===== src/rtl/bru_pkg.sv =====
// Shared definitions for the branch-resolution unit: opcode codes, opcode
// width and redirect FSM state encoding.
package bru_pkg;

  localparam int unsigned BRU_CODE_BIT = 4;

  typedef enum logic [BRU_CODE_BIT-1:0] {
    BRU_NONE = 4'd0,
    BRU_EQZ  = 4'd1,
    BRU_NEZ  = 4'd2,
    BRU_JR   = 4'd3,
    BRU_EQ   = 4'd4,
    BRU_NE   = 4'd5,
    BRU_LT   = 4'd6,
    BRU_GE   = 4'd7,
    BRU_LTU  = 4'd8,
    BRU_GEU  = 4'd9,
    BRU_BL   = 4'd10,
    BRU_B    = 4'd11
  } bru_op_e;

  typedef enum logic [0:0] {
    IDLE = 1'b0,
    PEND = 1'b1
  } bru_state_e;

endpackage


===== src/rtl/bru_resolve_if.sv =====
// Issue-side, redirect and perf signals of bru_resolve; slave is the unit,
// master is the surrounding pipeline / PC generator.
interface bru_resolve_if
  import bru_pkg::*;
#(
  parameter int unsigned GRLEN = 32
);

  logic                    in_valid;
  logic                    in_ready;
  logic [BRU_CODE_BIT-1:0] in_op;
  logic [GRLEN-1:0]        in_a;
  logic [GRLEN-1:0]        in_b;
  logic [GRLEN-1:0]        in_pc;
  logic [GRLEN-1:0]        in_offset;
  logic                    in_pred_taken;
  logic [GRLEN-1:0]        in_pred_target;
  logic                    ex_flush;
  logic                    out_valid;
  logic                    out_taken;
  logic [GRLEN-1:0]        out_target;
  logic [GRLEN-1:0]        out_link_pc;
  logic                    out_mispred;
  logic                    redirect_valid;
  logic [GRLEN-1:0]        redirect_target;
  logic                    redirect_ready;
  logic [31:0]             perf_br_cnt;
  logic [31:0]             perf_mis_cnt;

  modport slave (
    input  in_valid, in_op, in_a, in_b, in_pc, in_offset,
           in_pred_taken, in_pred_target, ex_flush, redirect_ready,
    output in_ready, out_valid, out_taken, out_target, out_link_pc,
           out_mispred, redirect_valid, redirect_target,
           perf_br_cnt, perf_mis_cnt
  );

  modport master (
    output in_valid, in_op, in_a, in_b, in_pc, in_offset,
           in_pred_taken, in_pred_target, ex_flush, redirect_ready,
    input  in_ready, out_valid, out_taken, out_target, out_link_pc,
           out_mispred, redirect_valid, redirect_target,
           perf_br_cnt, perf_mis_cnt
  );

endinterface


===== src/rtl/bru_cond.sv =====
// Combinational branch condition and next-PC evaluator.
module bru_cond
  import bru_pkg::*;
#(
  parameter int unsigned GRLEN = 32
) (
  input  logic [BRU_CODE_BIT-1:0] op,
  input  logic [GRLEN-1:0]        a,
  input  logic [GRLEN-1:0]        b,
  input  logic [GRLEN-1:0]        pc,
  input  logic [GRLEN-1:0]        offset,
  output logic                    taken,
  output logic [GRLEN-1:0]        target,
  output logic [GRLEN-1:0]        link_pc
);

  logic [GRLEN-3:0] pc_word_next;
  logic [GRLEN-1:0] pc_rel;
  logic             eq;
  logic             lt_s;
  logic             lt_u;
  logic             a_zero;
  logic             unused_pc_lo;

  // Branch PCs are word aligned; the low PC bits never reach the result.
  assign unused_pc_lo = ^pc[1:0];
  assign pc_word_next = pc[GRLEN-1:2] + (GRLEN-2)'(1);
  assign pc_rel       = {pc[GRLEN-1:2], 2'b00} + offset;
  assign link_pc      = {pc_word_next, 2'b00};

  assign eq     = (a == b);
  assign lt_s   = ($signed(a) < $signed(b));
  assign lt_u   = (a < b);
  assign a_zero = (a == '0);

  always_comb begin
    taken = 1'b0;
    case (op)
      BRU_EQZ:             taken = a_zero;
      BRU_NEZ:             taken = !a_zero;
      BRU_JR, BRU_BL, BRU_B: taken = 1'b1;
      BRU_EQ:              taken = eq;
      BRU_NE:              taken = !eq;
      BRU_LT:              taken = lt_s;
      BRU_GE:              taken = !lt_s;
      BRU_LTU:             taken = lt_u;
      BRU_GEU:             taken = !lt_u;
      default:             taken = 1'b0;
    endcase
  end

  always_comb begin
    target = link_pc;
    if (taken) begin
      target = (op == BRU_JR) ? (a + offset) : pc_rel;
    end
  end

endmodule


===== src/rtl/bru_resolve.sv =====
// Registered branch-resolution unit: condition evaluation, mispredict
// detection and a held redirect request. Optional perf counters: BRU_PERF_CNT_EN.
module bru_resolve
  import bru_pkg::*;
#(
  parameter int unsigned GRLEN = 32
) (
  input  logic         clk,
  input  logic         reset,
  bru_resolve_if.slave bus
);

  bru_state_e       state_q;
  bru_state_e       state_d;
  logic             accept;
  logic             c_taken;
  logic [GRLEN-1:0] c_target;
  logic [GRLEN-1:0] c_link;
  logic             c_mispred;
  logic             valid_q;
  logic             taken_q;
  logic [GRLEN-1:0] target_q;
  logic [GRLEN-1:0] link_q;
  logic             mispred_q;
  logic             in_ready_o;
  logic             redirect_valid_o;
  logic [GRLEN-1:0] redirect_target_o;

  bru_cond #(.GRLEN(GRLEN)) u_cond (
    .op      (bus.in_op),
    .a       (bus.in_a),
    .b       (bus.in_b),
    .pc      (bus.in_pc),
    .offset  (bus.in_offset),
    .taken   (c_taken),
    .target  (c_target),
    .link_pc (c_link)
  );

  assign accept = bus.in_valid && (state_q == IDLE) && !bus.ex_flush;

  // A not-taken prediction carries no meaningful target, so it is ignored.
  assign c_mispred = (bus.in_op != BRU_NONE) &&
                     ((c_taken != bus.in_pred_taken) ||
                      (c_taken && (c_target != bus.in_pred_target)));

  always_ff @(posedge clk) begin
    if (reset) begin
      valid_q   <= 1'b0;
      taken_q   <= 1'b0;
      target_q  <= '0;
      link_q    <= '0;
      mispred_q <= 1'b0;
    end else begin
      valid_q <= accept;
      if (accept) begin
        taken_q   <= c_taken;
        target_q  <= c_target;
        link_q    <= c_link;
        mispred_q <= c_mispred;
      end
    end
  end

  always_ff @(posedge clk) begin
    if (reset) begin
      state_q <= IDLE;
    end else begin
      state_q <= state_d;
    end
  end

  always_comb begin
    state_d = state_q;
    if (bus.ex_flush) begin
      state_d = IDLE;
    end else begin
      case (state_q)
        IDLE:    if (accept && c_mispred) state_d = PEND;
        PEND:    if (bus.redirect_ready) state_d = IDLE;
        default: state_d = IDLE;
      endcase
    end
  end

  // target_q cannot change while PEND because nothing is accepted there.
  always_comb begin
    in_ready_o        = (state_q == IDLE);
    redirect_valid_o  = (state_q == PEND);
    redirect_target_o = '0;
    if (state_q == PEND) begin
      redirect_target_o = target_q;
    end
  end

  assign bus.in_ready        = in_ready_o;
  assign bus.out_valid       = valid_q;
  assign bus.out_taken       = taken_q;
  assign bus.out_target      = target_q;
  assign bus.out_link_pc     = link_q;
  assign bus.out_mispred     = mispred_q;
  assign bus.redirect_valid  = redirect_valid_o;
  assign bus.redirect_target = redirect_target_o;

`ifdef BRU_PERF_CNT_EN
  logic [31:0] br_cnt_q;
  logic [31:0] mis_cnt_q;

  always_ff @(posedge clk) begin
    if (reset) begin
      br_cnt_q  <= '0;
      mis_cnt_q <= '0;
    end else begin
      if (accept && (bus.in_op != BRU_NONE)) br_cnt_q <= br_cnt_q + 32'd1;
      if (accept && c_mispred) mis_cnt_q <= mis_cnt_q + 32'd1;
    end
  end

  assign bus.perf_br_cnt  = br_cnt_q;
  assign bus.perf_mis_cnt = mis_cnt_q;
`else
  assign bus.perf_br_cnt  = '0;
  assign bus.perf_mis_cnt = '0;
`endif

endmodule

===== src/flat_wrapper.sv =====
// flat-port wrapper written by rule: the top's interface ports become plain ports
module bru_resolve_flat import bru_pkg::*;
#(
  parameter int unsigned GRLEN = 32
)
  (clk, reset, bus_in_valid, bus_in_op, bus_in_a, bus_in_b, bus_in_pc, bus_in_offset, bus_in_pred_taken, bus_in_pred_target, bus_ex_flush, bus_redirect_ready, bus_in_ready, bus_out_valid, bus_out_taken, bus_out_target, bus_out_link_pc, bus_out_mispred, bus_redirect_valid, bus_redirect_target, bus_perf_br_cnt, bus_perf_mis_cnt);
  bru_resolve_if #(.GRLEN(GRLEN)) bus_i ();
  input  logic clk;
  input  logic reset;
  input wire logic [$bits(bus_i.in_valid)-1:0] bus_in_valid;
  input wire logic [$bits(bus_i.in_op)-1:0] bus_in_op;
  input wire logic [$bits(bus_i.in_a)-1:0] bus_in_a;
  input wire logic [$bits(bus_i.in_b)-1:0] bus_in_b;
  input wire logic [$bits(bus_i.in_pc)-1:0] bus_in_pc;
  input wire logic [$bits(bus_i.in_offset)-1:0] bus_in_offset;
  input wire logic [$bits(bus_i.in_pred_taken)-1:0] bus_in_pred_taken;
  input wire logic [$bits(bus_i.in_pred_target)-1:0] bus_in_pred_target;
  input wire logic [$bits(bus_i.ex_flush)-1:0] bus_ex_flush;
  input wire logic [$bits(bus_i.redirect_ready)-1:0] bus_redirect_ready;
  output wire logic [$bits(bus_i.in_ready)-1:0] bus_in_ready;
  output wire logic [$bits(bus_i.out_valid)-1:0] bus_out_valid;
  output wire logic [$bits(bus_i.out_taken)-1:0] bus_out_taken;
  output wire logic [$bits(bus_i.out_target)-1:0] bus_out_target;
  output wire logic [$bits(bus_i.out_link_pc)-1:0] bus_out_link_pc;
  output wire logic [$bits(bus_i.out_mispred)-1:0] bus_out_mispred;
  output wire logic [$bits(bus_i.redirect_valid)-1:0] bus_redirect_valid;
  output wire logic [$bits(bus_i.redirect_target)-1:0] bus_redirect_target;
  output wire logic [$bits(bus_i.perf_br_cnt)-1:0] bus_perf_br_cnt;
  output wire logic [$bits(bus_i.perf_mis_cnt)-1:0] bus_perf_mis_cnt;
  assign bus_i.in_valid = bus_in_valid;
  assign bus_i.in_op = bus_in_op;
  assign bus_i.in_a = bus_in_a;
  assign bus_i.in_b = bus_in_b;
  assign bus_i.in_pc = bus_in_pc;
  assign bus_i.in_offset = bus_in_offset;
  assign bus_i.in_pred_taken = bus_in_pred_taken;
  assign bus_i.in_pred_target = bus_in_pred_target;
  assign bus_i.ex_flush = bus_ex_flush;
  assign bus_i.redirect_ready = bus_redirect_ready;
  assign bus_in_ready = bus_i.in_ready;
  assign bus_out_valid = bus_i.out_valid;
  assign bus_out_taken = bus_i.out_taken;
  assign bus_out_target = bus_i.out_target;
  assign bus_out_link_pc = bus_i.out_link_pc;
  assign bus_out_mispred = bus_i.out_mispred;
  assign bus_redirect_valid = bus_i.redirect_valid;
  assign bus_redirect_target = bus_i.redirect_target;
  assign bus_perf_br_cnt = bus_i.perf_br_cnt;
  assign bus_perf_mis_cnt = bus_i.perf_mis_cnt;
  bru_resolve #(.GRLEN(GRLEN)) u_core (.clk(clk), .reset(reset), .bus(bus_i));
endmodule

===== config.mk =====
export PLATFORM = sky130hd
export DESIGN_NAME = bru_resolve_flat
export DESIGN_NICKNAME = d
export VERILOG_FILES = /design/src/rtl/bru_pkg.sv /design/src/rtl/bru_resolve_if.sv /design/src/rtl/bru_cond.sv /design/src/rtl/bru_resolve.sv /design/src/flat_wrapper.sv
export SDC_FILE = /design/constraint.sdc
export NUM_CORES = 1
export LEC_CHECK = 0
export BUFFER_PORTS_ARGS = -buffer_cell sky130_fd_sc_hd__buf_4
export CAP_MARGIN = 40
export CORE_MARGIN = 5
export CORE_UTILIZATION = 45
export CTS_BUF_LIST = sky130_fd_sc_hd__clkbuf_8
export CTS_CLUSTER_DIAMETER = 100
export DETAILED_ROUTE_END_ITERATION = 8
export PLACE_DENSITY = 0.77
export SETUP_SLACK_MARGIN = 0.5
export SYNTH_ARGS = -nofsm -noshare
export SYNTH_HDL_FRONTEND = slang
export SYNTH_SLANG_ARGS = --single-unit

===== constraint.sdc =====
create_clock -name clk -period 5.85 [get_ports clk]
set_input_delay 0.585 -clock clk [delete_from_list [all_inputs] [get_ports clk]]
set_output_delay 0.585 -clock clk [all_outputs]
set_load 0.05 [all_outputs]

==> flow_metrics.tcl, run 1 <==
set metrics [dict create \
    status "complete, no violations" \
    grt_max_degree 83 \
    cts-hold-fix-buffers 0 \
    die_h_um 156 \
    critPathTopFamily "simple AND/OR/NAND/NOR gates" \
    cp.required_ns 6.04 \
    cts_root_buf "clkbuf_8" \
    cts-resized-gates 0 \
    power_density_mw_per_mm2 183 \
    yosys_register_bits 66 \
    ios 335 \
    cts_tree "yes" \
    drt-initial-drc-count 846 \
    die-area_sq_mm 0.0242 \
    power_switching_uw 989 \
    ant_nets 0 \
    die_width_um 156 \
    critPathMaxStageDelay_ns 0.66 \
    dpl.cell_count 1831 \
    final_core_util 0.556 \
    p_clk_frac 0.191 \
    final_cells 1846 \
    diodes 0 \
    clk_pin_slew_ns 0.07 \
    numPortBuffers 266 \
    reg2reg_to "u_core.bus.out_target[20]" \
    r2r-start "u_core.bus.redirect_valid" \
    tns_ns 0 \
    grt_overflow_total 0 \
    start_util 0.456 \
    hold_start "bus_ex_flush" \
    cp.arrival_ns 4.78 \
    start_kind "primary input" \
    clock_latency_ns 0.35 \
    crit_slowest_cell "mux2i_4" \
    crit_path_cell_trace "buf_4 -> ha_1 -> nand4_2 -> or4_1 -> or3_4 -> a21oi_4 -> nor3_2 -> mux2i_4 -> mux2i_1 -> a211oi_1 -> a21oi_1 -> a2111o_1 -> nor4_2 -> a2111oi_1" \
    rows 53 \
    drive_gt1_frac 0.200 \
    post_drt_via_cell_ratio 5.78 \
    crit_fanout 22 \
    fill_cells 2073 \
    ys_seq_area_frac 0.138 \
    track_usage 0.275 \
    rsz0062_at_grt "no" \
    p_total_mw 2.13 \
    syn_area_sq_mm 0.00955 \
    yosysWarningCount 0 \
    p_leak_nw 5.37 \
    htreeDepth 3 \
    cts_buffer_depth 2 \
    drt_wl_total_um 35800 \
    core_sq_mm 0.0210 \
    grt_pass1_vias 9851 \
    maxCapViolations 0 \
    netSwitchingFraction 0.465 \
    final_common_cell "buf_4" \
    crit_type "primary input to register" \
    p_int_mw 1.14 \
    ys.flop_type "dfxtp_1" \
    holdWs_ns 0.444 \
    mostFrequentLayoutCells "274 x buf_4, 142 x nor2_1, 121 x nand2_1, 121 x a21oi_1, 93 x ha_1" \
    synthArstFlopShare 0 \
    route.detailed.drc 0 \
    cp_num_buf_inv 1 \
    max_slew_margin 0.382 \
    slew_violations 0 \
    vias 10700 \
    grt_pass1_wl_um 53600 \
    numCtsBuffers 9 \
    antenna_found_initial 0 \
    routedWlPerCell_um 19.4 \
    syn-instance-count 1349 \
    worst_pin_slew_ns 0.917 \
    skew_ns 0.0115 \
    fin_crit_sh 0.785 \
    dp_hpwl_um 29900 \
    seqPwrFrac 0.238 \
    critPathCaptureType "register" \
    setup_violations 0 \
    post-cts-setup-buffers 0 \
    dr.pass1.iters 7 \
    dp_slack_ns 0.973 \
    gp_congestion 0.984 \
    rrSetupSlack_ns 3.69 \
    final_hold_viol_count 0 \
    nNetsFinal 1832 \
    synth_cell_type_count 83 \
    ir_worst_vdd_uv 97.0 \
    design_area_sq_mm 0.0117 \
    period_needed_ns 4.59 \
    holdPathStages 2 \
    hold_path_class "primary input to register" \
    synth.avg_cell_area_sq_um 7.08 \
    clkSinkCount 66 \
    fmaxAchievable_mhz 218 \
    worst_slack_ns 1.26 \
    syn2layout_area_growth_pct 22.0 \
    synth_edf_count 0 \
    postPlaceCellArea_sq_mm 0.0115 \
    combPwrFrac 0.572 \
    hold_end "u_core.bus.redirect_valid" \
    worstRegToRegCells 5 \
]
==> how the worst max path moves through the flow <==
stage,slack (ns),cells past startpoint,to,start
floorplan,1.88,14,u_core.bus.redirect_valid,bus_in_offset[2]
detailed placement,0.97,14,u_core.bus.redirect_valid,bus_in_a[31]
global placement,1.03,14,u_core.bus.redirect_valid,bus_in_a[31]
CTS,1.33,14,u_core.bus.redirect_valid,bus_in_a[31]
global route,1.03,14,u_core.bus.redirect_valid,bus_in_offset[21]
finish,1.26,14,u_core.bus.redirect_valid,bus_in_a[31]
==> synthesized netlist by cell type (14+ instances only) <==
cell type	number	area, sq um
ha_1	93	1160
nor3_1	31	155
dfxtp_1	66	1320
clkbuf_1	52	195
nor4_1	17	106
nand2_1	121	454
o211ai_1	14	105
a21o_1	26	195
o21ai_0	52	260
nor2_1	142	533
and3_1	14	87.6
nand4_1	27	169
nand3_1	39	195
inv_1	57	214
a21oi_1	121	606
mux2i_1	24	240
xor2_1	44	385
xnor2_1	37	324
a211oi_1	47	353
and2_1	49	307
nor2b_1	15	93.8
buf_4	68	510
a31oi_1	15	93.8
==> logic make-up (layout without fill, tap and decap cells) <==
group / Yosys count / in the layout / share of synthesized area
AO/OA/AOI/OAI: 375 / 375 / 0.259
XOR/XNOR: 81 / 81 / 0.0743
adder cells (fa/ha/maj): 95 / 95 / 0.126
buffers and inverters: 189 / 346 / 0.102
flip-flops: 66 / 66 / 0.138
multiplexers: 30 / 30 / 0.0338
other: 1 / 66 / 0.000393
AND/OR/NAND/NOR: 512 / 512 / 0.267
==> power by group through the flow <==
stage / logic (mW) / registers [mW] / clock network (mW)
after floorplan: 0.749 / 0.619 / 0
after global placement: 1.18 / 0.514 / 0
after detailed placement: 1.19 / 0.515 / 0
after CTS: 1.20 / 0.505 / 0.408
after global routing: 1.31 / 0.509 / 0.423
final: 1.22 / 0.505 / 0.406
==> cell type report <==
cell class / instances / area [sq um] / share of cell area
clock inverters: 6 / 76.3 / 0.00655
flip-flops and latches: 66 / 1320 / 0.113
multi-input cells: 1159 / 7510 / 0.645
repair buffers: 274 / 2060 / 0.177
well taps: 275 / 344 / 0.0295
inverters: 57 / 214 / 0.0184
clock buffers: 9 / 124 / 0.0106
==> per-layer routing <==
metal	GRT usage	part of all wire
met5	0	0
met4	0.0909	0.030
met3	0.0397	0.085
met2	0.457	0.46
met1	0.368	0.42
==> registers in the layout, summed over array words and instances (netlist names) <==
name	cells
u_core.bus.out_link_pc	30
u_core.bus.redirect_valid	1
u_core.bus.out_mispred	1
u_core.bus.out_valid	1
u_core.bus.out_taken	1
u_core.bus.out_target	32
No activity file was read; power rests on OpenSTA's default activity.
==> inputs of run 2 (changes only) <==
ABC_AREA = 1   (was not set)
PLACE_DENSITY = 0.79   (was 0.77)
clock period = 4.15 ns   (was 5.85 ns; I/O delays follow)
==> run 2 against run 1 <==
Setup slack got worse by 0.55 ns. Die area up 4.9%. Sequential cell count stayed put.
==> flow_metrics.tcl, run 2 <==
set metrics [dict create \
    clkSinkCount 66 \
    dp_slack_ns 0.420 \
    yosysWarningCount 0 \
    synth_cell_type_count 43 \
    track_usage 0.290 \
    cts_root_buf "clkbuf_8" \
    nNetsFinal 2298 \
    setup_violations 0 \
    crit_type "primary input to register" \
    ant_nets 0 \
    final_hold_viol_count 0 \
    numPortBuffers 266 \
    cts-hold-fix-buffers 0 \
    die-area_sq_mm 0.0254 \
    critPathMaxStageDelay_ns 0.47 \
    slew_violations 0 \
    die_h_um 159 \
    fill_cells 2255 \
    cp_common_cell "nand2_1" \
    syn_area_sq_mm 0.0101 \
    crit_slowest_cell "ha_1" \
    yosys_register_bits 66 \
    clk_pin_slew_ns 0.08 \
    mostFrequentLayoutCells "468 x nand2_1, 284 x buf_4, 256 x inv_1" \
    tns_ns 0 \
    drt-initial-drc-count 1135 \
    yosys.area.top_type_share 0.175 \
    period_needed_ns 3.45 \
    cts_tree "yes" \
    start_kind "primary input" \
    p_leak_nw 6.99 \
    cp.arrival_ns 3.69 \
    cts_buffer_depth 2 \
    ys_seq_area_frac 0.131 \
    dr.pass1.iters 5 \
    clock_latency_ns 0.36 \
    grt_pass1_wl_um 60200 \
    synthArstFlopShare 0 \
    crit_fanout 32 \
    antenna_found_initial 1 \
    final_cells 2318 \
    worst_pin_slew_ns 0.837 \
    synth_area_leaders "nand2_1 17%, dfxtp_1 13%, ha_1 12%" \
    syn-instance-count 1779 \
    power_density_mw_per_mm2 251 \
    drt_wl_total_um 39300 \
    drive_gt1_frac 0.160 \
    dpl.cell_count 2300 \
    synth_edf_count 0 \
    die_width_um 159 \
    status "complete, no violations" \
    synthTopCellsByCount "468 x nand2_1, 257 x inv_1, 199 x nor2_1, 143 x nand3_1, 125 x a21oi_1" \
    grt_max_degree 58 \
    numCtsBuffers 9 \
    ir_worst_vdd_uv 207 \
    grt_pass1_vias 11200 \
    syn2layout_area_growth_pct 23.3 \
    core_sq_mm 0.0219 \
    fmaxAchievable_mhz 290 \
    rsz0062_at_grt "no" \
    gp_congestion 0.970 \
    critPathCaptureType "register" \
    largest_register_ffs 32 \
    holdPathStages 4 \
    route.detailed.drc 0 \
    maxCapViolations 0 \
    synth.avg_cell_area_sq_um 5.65 \
    final_common_cell "nand2_1" \
    cp.required_ns 4.40 \
    yosysTopAreaCell "nand2_1" \
    diodes 0 \
    multiInputGateArea_sq_mm 0.00733 \
    regArea_sq_mm 0.00132 \
    start_util 0.459 \
    ios 335 \
    grt_overflow_total 0 \
    fin_crit_sh 0.830 \
    hold_path_class "primary input to register" \
    final_core_util 0.567 \
    worst_slack_ns 0.704 \
    max_slew_margin 0.441 \
    dp_hpwl_um 33600 \
    rows 54 \
    yosysMostFrequentCell "nand2_1" \
    skew_ns 0.00719 \
    routedWlPerCell_um 17.0 \
    vias 12300 \
    htreeDepth 3 \
    ys.flop_type "dfxtp_1" \
    post_drt_via_cell_ratio 5.29 \
    crit_path_cell_trace "buf_4 -> ha_1 -> nand2_1 -> nor2_1 -> nand2_1 -> nor2_2 -> nand2_1 -> nand2_1 -> nand2_1 -> nand3b_4 -> nor2_4 -> buf_4 -> nand4_1 -> nand3_1 -> nand2_1 -> nor2_1 -> nand4_1 -> nor2_1 -> nand2_1 -> nand2_1 -> a21oi_1" \
    worstRegToRegCells 9 \
]
==> run 2: changes by cell type after synthesis, sizes merged, moves of 48 or more <==
cell,previous run,this run
nor2,142,201
and2,49,1
inv,57,259
o21ai,56,109
nand3,39,144
nand2,122,468
==> run 2: final timing paths <==
kind	startpoint	end	slack (ns)
worst max register to register	u_core.bus.redirect_valid	u_core.bus.out_target[31]	2.08
worst min-delay path	bus_ex_flush	u_core.bus.redirect_valid	0.29
worst min register to register	u_core.bus.out_link_pc[11]	u_core.bus.out_link_pc[11]	0.51
worst max-delay path	bus_in_a[31]	u_core.bus.out_mispred	0.70
==> run 2: layer usage <==
metal / vias up / GRT usage / share of wire
met4: 2 / 0.0950 / 0.034
met2: 529 / 0.465 / 0.45
met5: - / 0 / 0.00051
met3: 77 / 0.0419 / 0.072
met1: 5497 / 0.399 / 0.45
li1: 6159 / - / -
==> run 2: cell type report <==
class | count | area share
multi-input cells | 1411 | 0.591
clock buffers | 9 | 0.00999
well taps | 280 | 0.0282
inverters | 259 | 0.0787
clock inverters | 7 | 0.00999
repair buffers | 286 | 0.175
flip-flops and latches | 66 | 0.107
==> run 2: logic make-up after synthesis <==
logic type               share of synthesized area
AO/OA/AOI/OAI                                0.155
other                                     0.000373
XOR/XNOR                                    0.0322
flip-flops                                   0.131
AND/OR/NAND/NOR                              0.397
adder cells (fa/ha/maj)                      0.120
buffers and inverters                        0.164
==> run 2: repair_timing <==
item                                    4_1_cts  5_1_grt
gates resized for setup                       0        1
setup buffers                                 0        2
endpoints found under the hold margin         0        0
endpoints found under the setup margin        0        2
==> run 2: power breakdown <==
group	internal, mW	leakage [nW]	switching (mW)	total, mW
clock	0.404	0.120	0.290	0.694
sequential	0.679	0.544	0.0308	0.710
combinational	0.553	6.32	1.15	1.70
total	1.64	6.99	1.47	3.11
==> run 2: per-stage QoR <==
stage               area [sq um]  total power [mW]  hold slack (ns)
floorplan                  10300              1.90            0.505
global placement           12100              2.37            0.455
detailed placement         12100              2.39            0.485
CTS                        12400              3.09            0.284
global route               12400              3.31            0.292
finish                     12400              3.11            0.290
==> run 2: critical path, delay by kind of cell <==
kind	cells	cell delay, ns
simple gates	17	2.23
fa+ha+maj	1	0.47
compound gates	1	0.07
buf+inv	2	0.47
